### config.mk
export PLATFORM = sky130hd
export DESIGN_NAME = lfsr_keystream_sched
export DESIGN_NICKNAME = d
export VERILOG_FILES = /design/src/rtl/lfsr_pkg.sv /design/src/rtl/lfsr_step_core.sv /design/src/rtl/lfsr_keystream_sched.sv
export SDC_FILE = /design/constraint.sdc
export NUM_CORES = 1
export LEC_CHECK = 0
export ABC_AREA = 1
export CORE_ASPECT_RATIO = 0.9
export CORE_MARGIN = 5
export CORE_UTILIZATION = 44
export CTS_BUF_LIST = sky130_fd_sc_hd__clkbuf_4 sky130_fd_sc_hd__clkbuf_8 sky130_fd_sc_hd__clkbuf_16
export CTS_CLUSTER_DIAMETER = 30
export DETAILED_ROUTE_END_ITERATION = 8
export PLACE_DENSITY = 0.75
export SLEW_MARGIN = 20
export SYNTH_ARGS = -nofsm -noshare
export SYNTH_HDL_FRONTEND = slang
export SYNTH_SLANG_ARGS = --single-unit
### constraint.sdc
create_clock -name clk -period 1.6 [get_ports clk]
set_input_delay 0.24 -clock clk [delete_from_list [all_inputs] [get_ports clk]]
set_output_delay 0.24 -clock clk [all_outputs]
set_load 0.1 [all_outputs]
### src/rtl/lfsr_pkg.sv
// Shared definitions for the LFSR keystream blocks: register width, tap
// mask, default seed, FSM state codes and the single-step LFSR function.
package lfsr_pkg;

  localparam int          LFSR_W       = 16;
  localparam logic [15:0] TAP_MASK     = 16'hB400;   // taps 15,13,12,10
  localparam logic [15:0] DEFAULT_SEED = 16'h0001;

  // Scheduler state codes, kept as plain constants for legacy tools.
  typedef logic [1:0] state_t;
  localparam state_t IDLE = 2'd0;
  localparam state_t GEN  = 2'd1;
  localparam state_t DONE = 2'd2;

  // One Fibonacci step: returns {next_state, out_bit}.
  // The out bit is the MSB before the shift; feedback enters at bit 0.
  function automatic logic [16:0] lfsr_next(input logic [15:0] s);
    logic fb;
    fb = ^(s & TAP_MASK);
    return {s[14:0], fb, s[15]};
  endfunction

endpackage

### src/rtl/lfsr_step_core.sv
// 16-bit Fibonacci LFSR with step enable and seed load. An all-zero load
// value is replaced by SEED so the register can never lock up at zero.
module lfsr_step_core
  import lfsr_pkg::*;
#(
  parameter logic [15:0] SEED = DEFAULT_SEED
) (
  input  logic        clk,
  input  logic        rst,
  input  logic        en,
  input  logic        load,
  input  logic [15:0] load_val,
  output logic [15:0] state,
  output logic        out_bit
);

  logic [15:0] state_r;
  logic [15:0] seed_s;
  logic [16:0] step_s;

  assign step_s  = lfsr_next(state_r);
  assign out_bit = step_s[0];
  assign state   = state_r;

  // Substitute the reset seed for an all-zero load value.
  always_comb begin
    seed_s = load_val;
    if (load_val == 16'h0000) begin
      seed_s = SEED;
    end else begin
      seed_s = load_val;
    end
  end

  // LFSR register: load wins over step; otherwise hold.
  always_ff @(posedge clk or posedge rst) begin
    if (rst) begin
      state_r <= SEED;
    end else if (load) begin
      state_r <= seed_s;
    end else if (en) begin
      state_r <= step_s[16:1];
    end else begin
      state_r <= state_r;
    end
  end

endmodule

### src/rtl/lfsr_keystream_sched.sv
// Round-robin scheduler sharing one LFSR among NREQ requesters. Each grant
// clocks the LFSR eight times and returns the bits MSB-first as one byte
// tagged with the owning requester index.
module lfsr_keystream_sched
  import lfsr_pkg::*;
#(
  parameter int          NREQ = 4,
  parameter logic [15:0] SEED = DEFAULT_SEED,
  localparam int         IDW  = (NREQ > 1) ? $clog2(NREQ) : 1
) (
  input  logic            clk,
  input  logic            rst,
  input  logic [NREQ-1:0] req,
  input  logic            seed_load,
  input  logic [15:0]     seed_i,
  output logic [NREQ-1:0] grant,
  output logic            busy,
  output logic            ks_valid,
  output logic [7:0]      ks_data,
  output logic [IDW-1:0]  ks_id,
  output logic [15:0]     lfsr_state
);

  state_t         state_r;
  logic [IDW-1:0] rr_ptr_r;
  logic [IDW-1:0] winner_r;
  logic [2:0]     bit_cnt_r;
  logic [7:0]     byte_r;

  logic           lfsr_en_s;
  logic           lfsr_load_s;
  logic           lfsr_out_s;
  logic           win_found_s;
  logic [IDW-1:0] win_idx_s;
  int             cand_s;

  assign busy        = (state_r != IDLE);
  assign lfsr_en_s   = (state_r == GEN);
  assign lfsr_load_s = (state_r == IDLE) && seed_load;

  lfsr_step_core #(.SEED(SEED)) u_core (
    .clk      (clk),
    .rst      (rst),
    .en       (lfsr_en_s),
    .load     (lfsr_load_s),
    .load_val (seed_i),
    .state    (lfsr_state),
    .out_bit  (lfsr_out_s)
  );

  // Round-robin search: first active request above rr_ptr, wrapping.
  always_comb begin
    win_found_s = 1'b0;
    win_idx_s   = {IDW{1'b0}};
    cand_s      = 0;
    for (int i = 1; i <= NREQ; i++) begin
      cand_s = (int'(rr_ptr_r) + i) % NREQ;
      if (!win_found_s && req[cand_s[IDW-1:0]]) begin
        win_found_s = 1'b1;
        win_idx_s   = cand_s[IDW-1:0];
      end else begin
        win_found_s = win_found_s;
      end
    end
  end

  // Scheduler FSM with registered grant / keystream outputs.
  always_ff @(posedge clk or posedge rst) begin
    if (rst) begin
      state_r   <= IDLE;
      rr_ptr_r  <= IDW'(NREQ - 1);
      winner_r  <= {IDW{1'b0}};
      bit_cnt_r <= 3'd0;
      byte_r    <= 8'h00;
      grant     <= {NREQ{1'b0}};
      ks_valid  <= 1'b0;
      ks_data   <= 8'h00;
      ks_id     <= {IDW{1'b0}};
    end else begin
      grant    <= {NREQ{1'b0}};
      ks_valid <= 1'b0;
      case (state_r)
        IDLE: begin
          if (seed_load) begin
            state_r <= IDLE;
          end else if (win_found_s) begin
            winner_r  <= win_idx_s;
            rr_ptr_r  <= win_idx_s;
            bit_cnt_r <= 3'd0;
            grant     <= {{(NREQ-1){1'b0}}, 1'b1} << win_idx_s;
            state_r   <= GEN;
          end else begin
            state_r <= IDLE;
          end
        end
        GEN: begin
          byte_r    <= {byte_r[6:0], lfsr_out_s};
          bit_cnt_r <= bit_cnt_r + 3'd1;
          if (bit_cnt_r == 3'd7) begin
            ks_valid <= 1'b1;
            ks_data  <= {byte_r[6:0], lfsr_out_s};
            ks_id    <= winner_r;
            state_r  <= DONE;
          end else begin
            state_r <= GEN;
          end
        end
        DONE: begin
          state_r <= IDLE;
        end
        default: begin
          state_r <= IDLE;
        end
      endcase
    end
  end

endmodule

# == After elaboration in Yosys (flattened, before gate mapping) ==
# Index checks and enable logic that the tools add are counted.
# totals
output_inout_bits,32
inputBits,23
word_cells,72
register_bits,47
# classes
eq_ne,4
n_reduce_logical,16
magnitude_cmp,4
addsub,5
bitwise_logic,1
mux,31
shift,1
# ops
operator,n
two-way mux 16 bit,3
logical NOT 16 bit,1
parity 16 bit,1
"< comparator 2 x 3 -> 1 bit, second input constant",4
two-way mux 1 bit,12
two-way mux 4 bit,3
two-way mux 2 bit,5
binary-select mux 1 bit (select 2 bit),4
two-way mux 3 bit,2
one-hot mux 3 bit (2 select lines),1
AND reduction 3 bit,2
nonzero test 2 bit,3
"adder 2 x 1 -> 2 bit, second input constant",2
"adder 2 bit, second input constant",2
logical AND 1 bit,4
"inequality test 2 bit, second input constant",2
one-hot mux 2 bit (2 select lines),1
"<< shifter 1 x 2 -> 4 bit, first input constant",1
"adder 3 x 1 -> 3 bit, second input constant",1
"== test 3 bit, second input constant",1
logical NOT 1 bit,3
"== test 2 x 1 -> 1 bit, second input constant",1
logical NOT 2 bit,1
AND reduction 2 bit,1
NOT 1 bit,1

# == Logic depth before layout (Yosys ltp) ==
# Gate-level depths: netlist of run 1.
# depth
word_depth,17
depth_mapped,11
depth_no_buf,11

# == Modules after synthesis ==
# A second synthesis of run 1 with hierarchy kept.
# hier_totals
cells_unflattened,302
area_unflattened_um2,2439.8
# modules_own_cells
mod,cells_per_inst,n_inst,seq_area_each_um2,area_per_inst_um2
lfsr_keystream_sched,188,1,778.2,1575.3
lfsr_step_core,114,1,401.6,864.6

# == Worst setup path after synthesis of run 1 ==
# No wires, ideal clock.
# synth_path
kind,reg2reg
start,reg state_r[1]
end,"reg u_core.state_r[4], in the netlist u_core.state[4]"
setup_slack_ns,-0.148
stages_incl_launch_ff,7
synth_period_minus_slack_ns,1.748
required_time_ns,1.496
setup_time_ns,0.104
path_buffers,1
t_arrival_ns,1.644
cell_sequence,dfrtp_1 inv_1 nand2_2 nor2_2 nor2_1 buf_2 a221oi_1
# synth_between
elab_chain_cells,3
elab_cells_between_ends,5
classes_between,eq/ne: 1; mux: 1; reduce/logical: 3
# synth_lines
item,line_no,text
from (decl),lfsr_keystream_sched.sv:24,state_t state_r;
from (signal assigned),lfsr_keystream_sched.sv:70,state_r <= IDLE;
from (signal assigned),lfsr_keystream_sched.sv:85,state_r <= IDLE;
from (signal assigned),lfsr_keystream_sched.sv:91,state_r <= GEN;
logical NOT 2 bit,lfsr_keystream_sched.sv:39,assign lfsr_load_s = (state_r == IDLE) && seed_load;
logical AND 1 bit,lfsr_keystream_sched.sv:39,
two-way mux 16 bit or nonzero test 2 bit (tied branches),-,
to (signal assigned),lfsr_step_core.sv:40,state_r <= seed_s;
to (signal assigned),lfsr_step_core.sv:42,state_r <= step_s[16:1];
to (signal assigned),lfsr_step_core.sv:44,state_r <= state_r;
to (decl),lfsr_step_core.sv:17,logic [15:0] state_r;
# Parallel ways exist; a longest one is shown, timed or not.
# A chain may end at the register's enable or synchronous reset.

# == Worst setup path after layout of run 1 ==
# layout_path
start,reg rr_ptr_r[0]
end,reg winner_r[1]
# layout_between
elab_chain_cells,14
elab_cells_between_ends,27
classes_between,add/sub: 4; mux: 16; reduce/logical: 7
# layout_lines
item,line_no,text
from (decl),lfsr_keystream_sched.sv:25,logic [IDW-1:0] rr_ptr_r;
from (signal assigned),lfsr_keystream_sched.sv:71,rr_ptr_r <= IDW'(NREQ - 1);
from (signal assigned),lfsr_keystream_sched.sv:88,rr_ptr_r <= win_idx_s;
adder 2 x 1 -> 2 bit,lfsr_keystream_sched.sv:57,cand_s = (int'(rr_ptr_r) + i) % NREQ;
binary-select mux 1 bit (select 2 bit),lfsr_keystream_sched.sv:58,if (!win_found_s && req[cand_s[IDW-1:0]]) begin
two-way mux 1 bit (implied by the code),lfsr_keystream_sched.sv:58,
two-way mux 1 bit,lfsr_keystream_sched.sv:58,
logical NOT 1 bit,lfsr_keystream_sched.sv:58,
logical AND 1 bit,lfsr_keystream_sched.sv:58,
two-way mux 1 bit,lfsr_keystream_sched.sv:58,
logical NOT 1 bit,lfsr_keystream_sched.sv:58,
logical AND 1 bit,lfsr_keystream_sched.sv:58,
two-way mux 1 bit,lfsr_keystream_sched.sv:58,
logical NOT 1 bit,lfsr_keystream_sched.sv:58,
logical AND 1 bit,lfsr_keystream_sched.sv:58,
two-way mux 1 bit,lfsr_keystream_sched.sv:58,
AND reduction 3 bit (no source line),-,
to (signal assigned),lfsr_keystream_sched.sv:72,winner_r <= {IDW{1'b0}};
to (signal assigned),lfsr_keystream_sched.sv:87,winner_r <= win_idx_s;
to (decl),lfsr_keystream_sched.sv:26,logic [IDW-1:0] winner_r;
# Parallel ways exist; a longest one is shown, timed or not. The select of a mux whose other input is x is not followed.

==> reports/summary.txt, run 1 <==
Ys Warns: 0
WHS: 169 ps
final hold violation count: 0
Routed Antenna Nets: 0
Synth Area in Adders: 0.0110
Cells after Synth: 273
simple-gate share of the synthesized area: 0.273
clock sinks: 47
critical path class: flip-flop to flip-flop
CTS tree: yes
final wirelength: 5590 um
final slew viol count: 0
failing checks: negative setup slack
Syn Nets: 298
largest net degree at the start of global routing: 39
Tcrit/Tclk final: 1.02
CTS H-tree lvls: 2
First-pass DRT Iterations: 4
worst-skew pair later-pin latency: 300 ps
Slew HR: 0.746
n_diodes: 0
HPWL Detailed: 3950 um
Commonest cells post-synth: nand2_1, dfrtp_1, inv_1
mux cell area share after synthesis: 0
Compound-Gate Fraction of Synth Area: 0.104
Rows: 24
Synth-to-Final Area Change: 55.5%
DRC viols: 0
Port Buffers: 54
CP max FO: 8
Final nets: 368
Routed WL per cell: 13.7 um
post-synth top area share: 0.486
ys flop type: dfrtp_1
Congestion Overflow GR: 0
CTS Buf Count: 5
via count: 2076
Cell Area, Synth: 2270 um^2
Ports: 55
largest family of logic cells by synthesized area: simple AND/OR/NAND/NOR gates
root buf cell: clkbuf_8
Worst Setup End Kind: flip-flop
#FFs+latches synth: 47
maximum clock frequency: 0.614 GHz
Core Region: 4920 um^2
Iter 0 DRT Violations: 131
Initial Util: 0.460
startpoint types: flip-flop
WP data required: 1790 ps
Die Height: 78.1 um
RSZ-0062 raised after global routing: true
top post-synthesis cells by area: dfrtp_1, nand2_1, inv_1, nor2_1, nand2_2
Final Skew: 5.06 ps
post-synthesis xor/xnor area fraction: 0.0116
CP arrival: 1820 ps
post-synth top area cell: dfrtp_1
library cells used by synthesis: 30
Die Area: 6690 um^2
FFs w/ async S/R, synth: 1.00
clock slew seen by the registers of the worst setup and hold paths: 80 ps
GR Util All Layers: 0.167
hold crit path type: primary input to asynchronous set/reset pin
EDFF count, synth: 0
status: finished, violations left
sequential share of the synthesized area: 0.521
Tmin final: 1630 ps
vias in the first global route: 2049
Max Root-Sink Buffers: 2
fillcell total: 362
fraction of layout cells with a size suffix above 1: 0.297
top-count cell post-synth: nand2_1
final setup vio count: 6
Worst-Margin Slew: 380 ps
first-pass GRT wire length: 9110 um
Max Cap Violations: 0
setup ws final: -29.3 ps
Avg Inst Size Synth: 8.30 um^2
Die W: 85.6 um
Vias/cell: 5.08
antenna violations before repair: 0
Placer Congestion: 0.850
Post-CTS Hold Fix Bufs: 0
==> path summary, 6_finish.rpt <==
path | start | to | slack (ps) | cells past startpoint
worst max-delay path | rr_ptr_r[0] | winner_r[1] | -30 | 11
worst min-delay path | rst | ks_data[5] | 170 | 2
worst max register to register | rr_ptr_r[0] | winner_r[1] | -30 | 11
worst min register to register | winner_r[1] | ks_id[1] | 480 | 2
max in group asynchronous | rst | u_core.state[0] | 910 | 3
min in group clk | winner_r[1] | ks_id[1] | 480 | 2
==> critical path, stage by stage (launching register included) <==
cell and delay (ps):
dfstp_2 580, inv_4 70, nand2_1 100, nand2_2 70, nand2_2 80, nand2_2 60, nor2_4 170, nand3_4 110
nand2_4 90, nor2_4 50, nand2_2 80, nand2_1 70
==> registers in the layout, indices dropped and copies added (netlist names) <==
name and count:
ks_id 2, bit_cnt_r 3, byte_r 7, winner_r 2, rr_ptr_r 2, state_r 2, ks_valid 1, ks_data 8
u_core.state 16, grant 4
==> cell usage in the layout (no fill, tap or decap), drive strengths merged, types with 3 or more instances in the layout <==
| cell type | Yosys | routed |
|---|---|---|
| dfstp | 3 | 3 |
| nand3 | 12 | 12 |
| a221oi | 7 | 7 |
| o21ai | 20 | 20 |
| a22oi | 4 | 4 |
| nand4 | 3 | 3 |
| buf | 6 | 50 |
| inv | 34 | 34 |
| o22ai | 4 | 4 |
| clkdlybuf4s50 | 0 | 22 |
| a21oi | 4 | 4 |
| nand2 | 89 | 89 |
| clkbuf | 3 | 6 |
| nor2 | 32 | 32 |
| dfrtp | 44 | 44 |
==> cell type report <==
class	count	area, um^2	area share
inverters	35	138	0.0390
well taps	65	81.3	0.0231
flip-flops and latches	47	1180	0.335
clock inverters	2	60.1	0.0170
repair buffers	72	1020	0.291
clock buffers	6	76.3	0.0217
multi-input cells	182	965	0.274
==> layer usage <==
| layer | up-vias | part of all wire | global-route usage |
|---|---|---|---|
| met5 | - | 0 | 0 |
| met4 | 0 | 0.015 | 0.0570 |
| met3 | 11 | 0.071 | 0.0513 |
| met2 | 71 | 0.48 | 0.270 |
| met1 | 986 | 0.43 | 0.213 |
| li1 | 1008 | - | - |
==> kinds of logic (layout without fill, tap and decap cells) <==
logic type	after synthesis	in the layout
AOI/OAI and AO/OA	39	39
xor gates and xnor gates	3	3
adders and majority gates	2	2
buffers and inverters	44	115
DFF	47	47
and+or+nand+nor	138	138
==> metrics by stage <==
stage / util / cell area [um^2] / TNS (ps) / worst slack [ps] / cells
6_report: 0.716 / 3520 / -123 / -29.3 / 409
5_1_grt: 0.716 / 3520 / -1530 / -151 / 409
4_1_cts: 0.697 / 3430 / -36.6 / -20.0 / 404
3_5_place_dp: 0.665 / 3270 / -5800 / -441 / 394
3_3_place_gp: 0.665 / 3270 / -5000 / -405 / 394
2_1_floorplan: - / 2270 / 0 / 47.1 / 273
==> what timing repair did <==
item / 4_1_cts / 5_1_grt
endpoints found under the setup margin: 18 / 15
pin swaps: 4 / 8
endpoints found under the hold margin: 0 / 0
setup buffers: 2 / 5
resized for setup: 4 / 16
gates cloned: 0 / 0
Power of run 1 is not shown: default switching activity piles up to over one toggle a cycle in this logic, so the estimate is an artifact.
==> run 2, diff against run 1 <==
--- a/config.mk
+++ b/config.mk
@@ -13,7 +13,6 @@
 export CTS_CLUSTER_DIAMETER = 30
 export DETAILED_ROUTE_END_ITERATION = 8
 export PLACE_DENSITY = 0.75
-export SLEW_MARGIN = 20
 export SYNTH_ARGS = -nofsm -noshare
 export SYNTH_HDL_FRONTEND = slang
 export SYNTH_SLANG_ARGS = --single-unit
==> results of run 2 <==
The final DEF is identical to that of run 1; final timing and power are the same.
Power of run 2 is left out for the same reason.
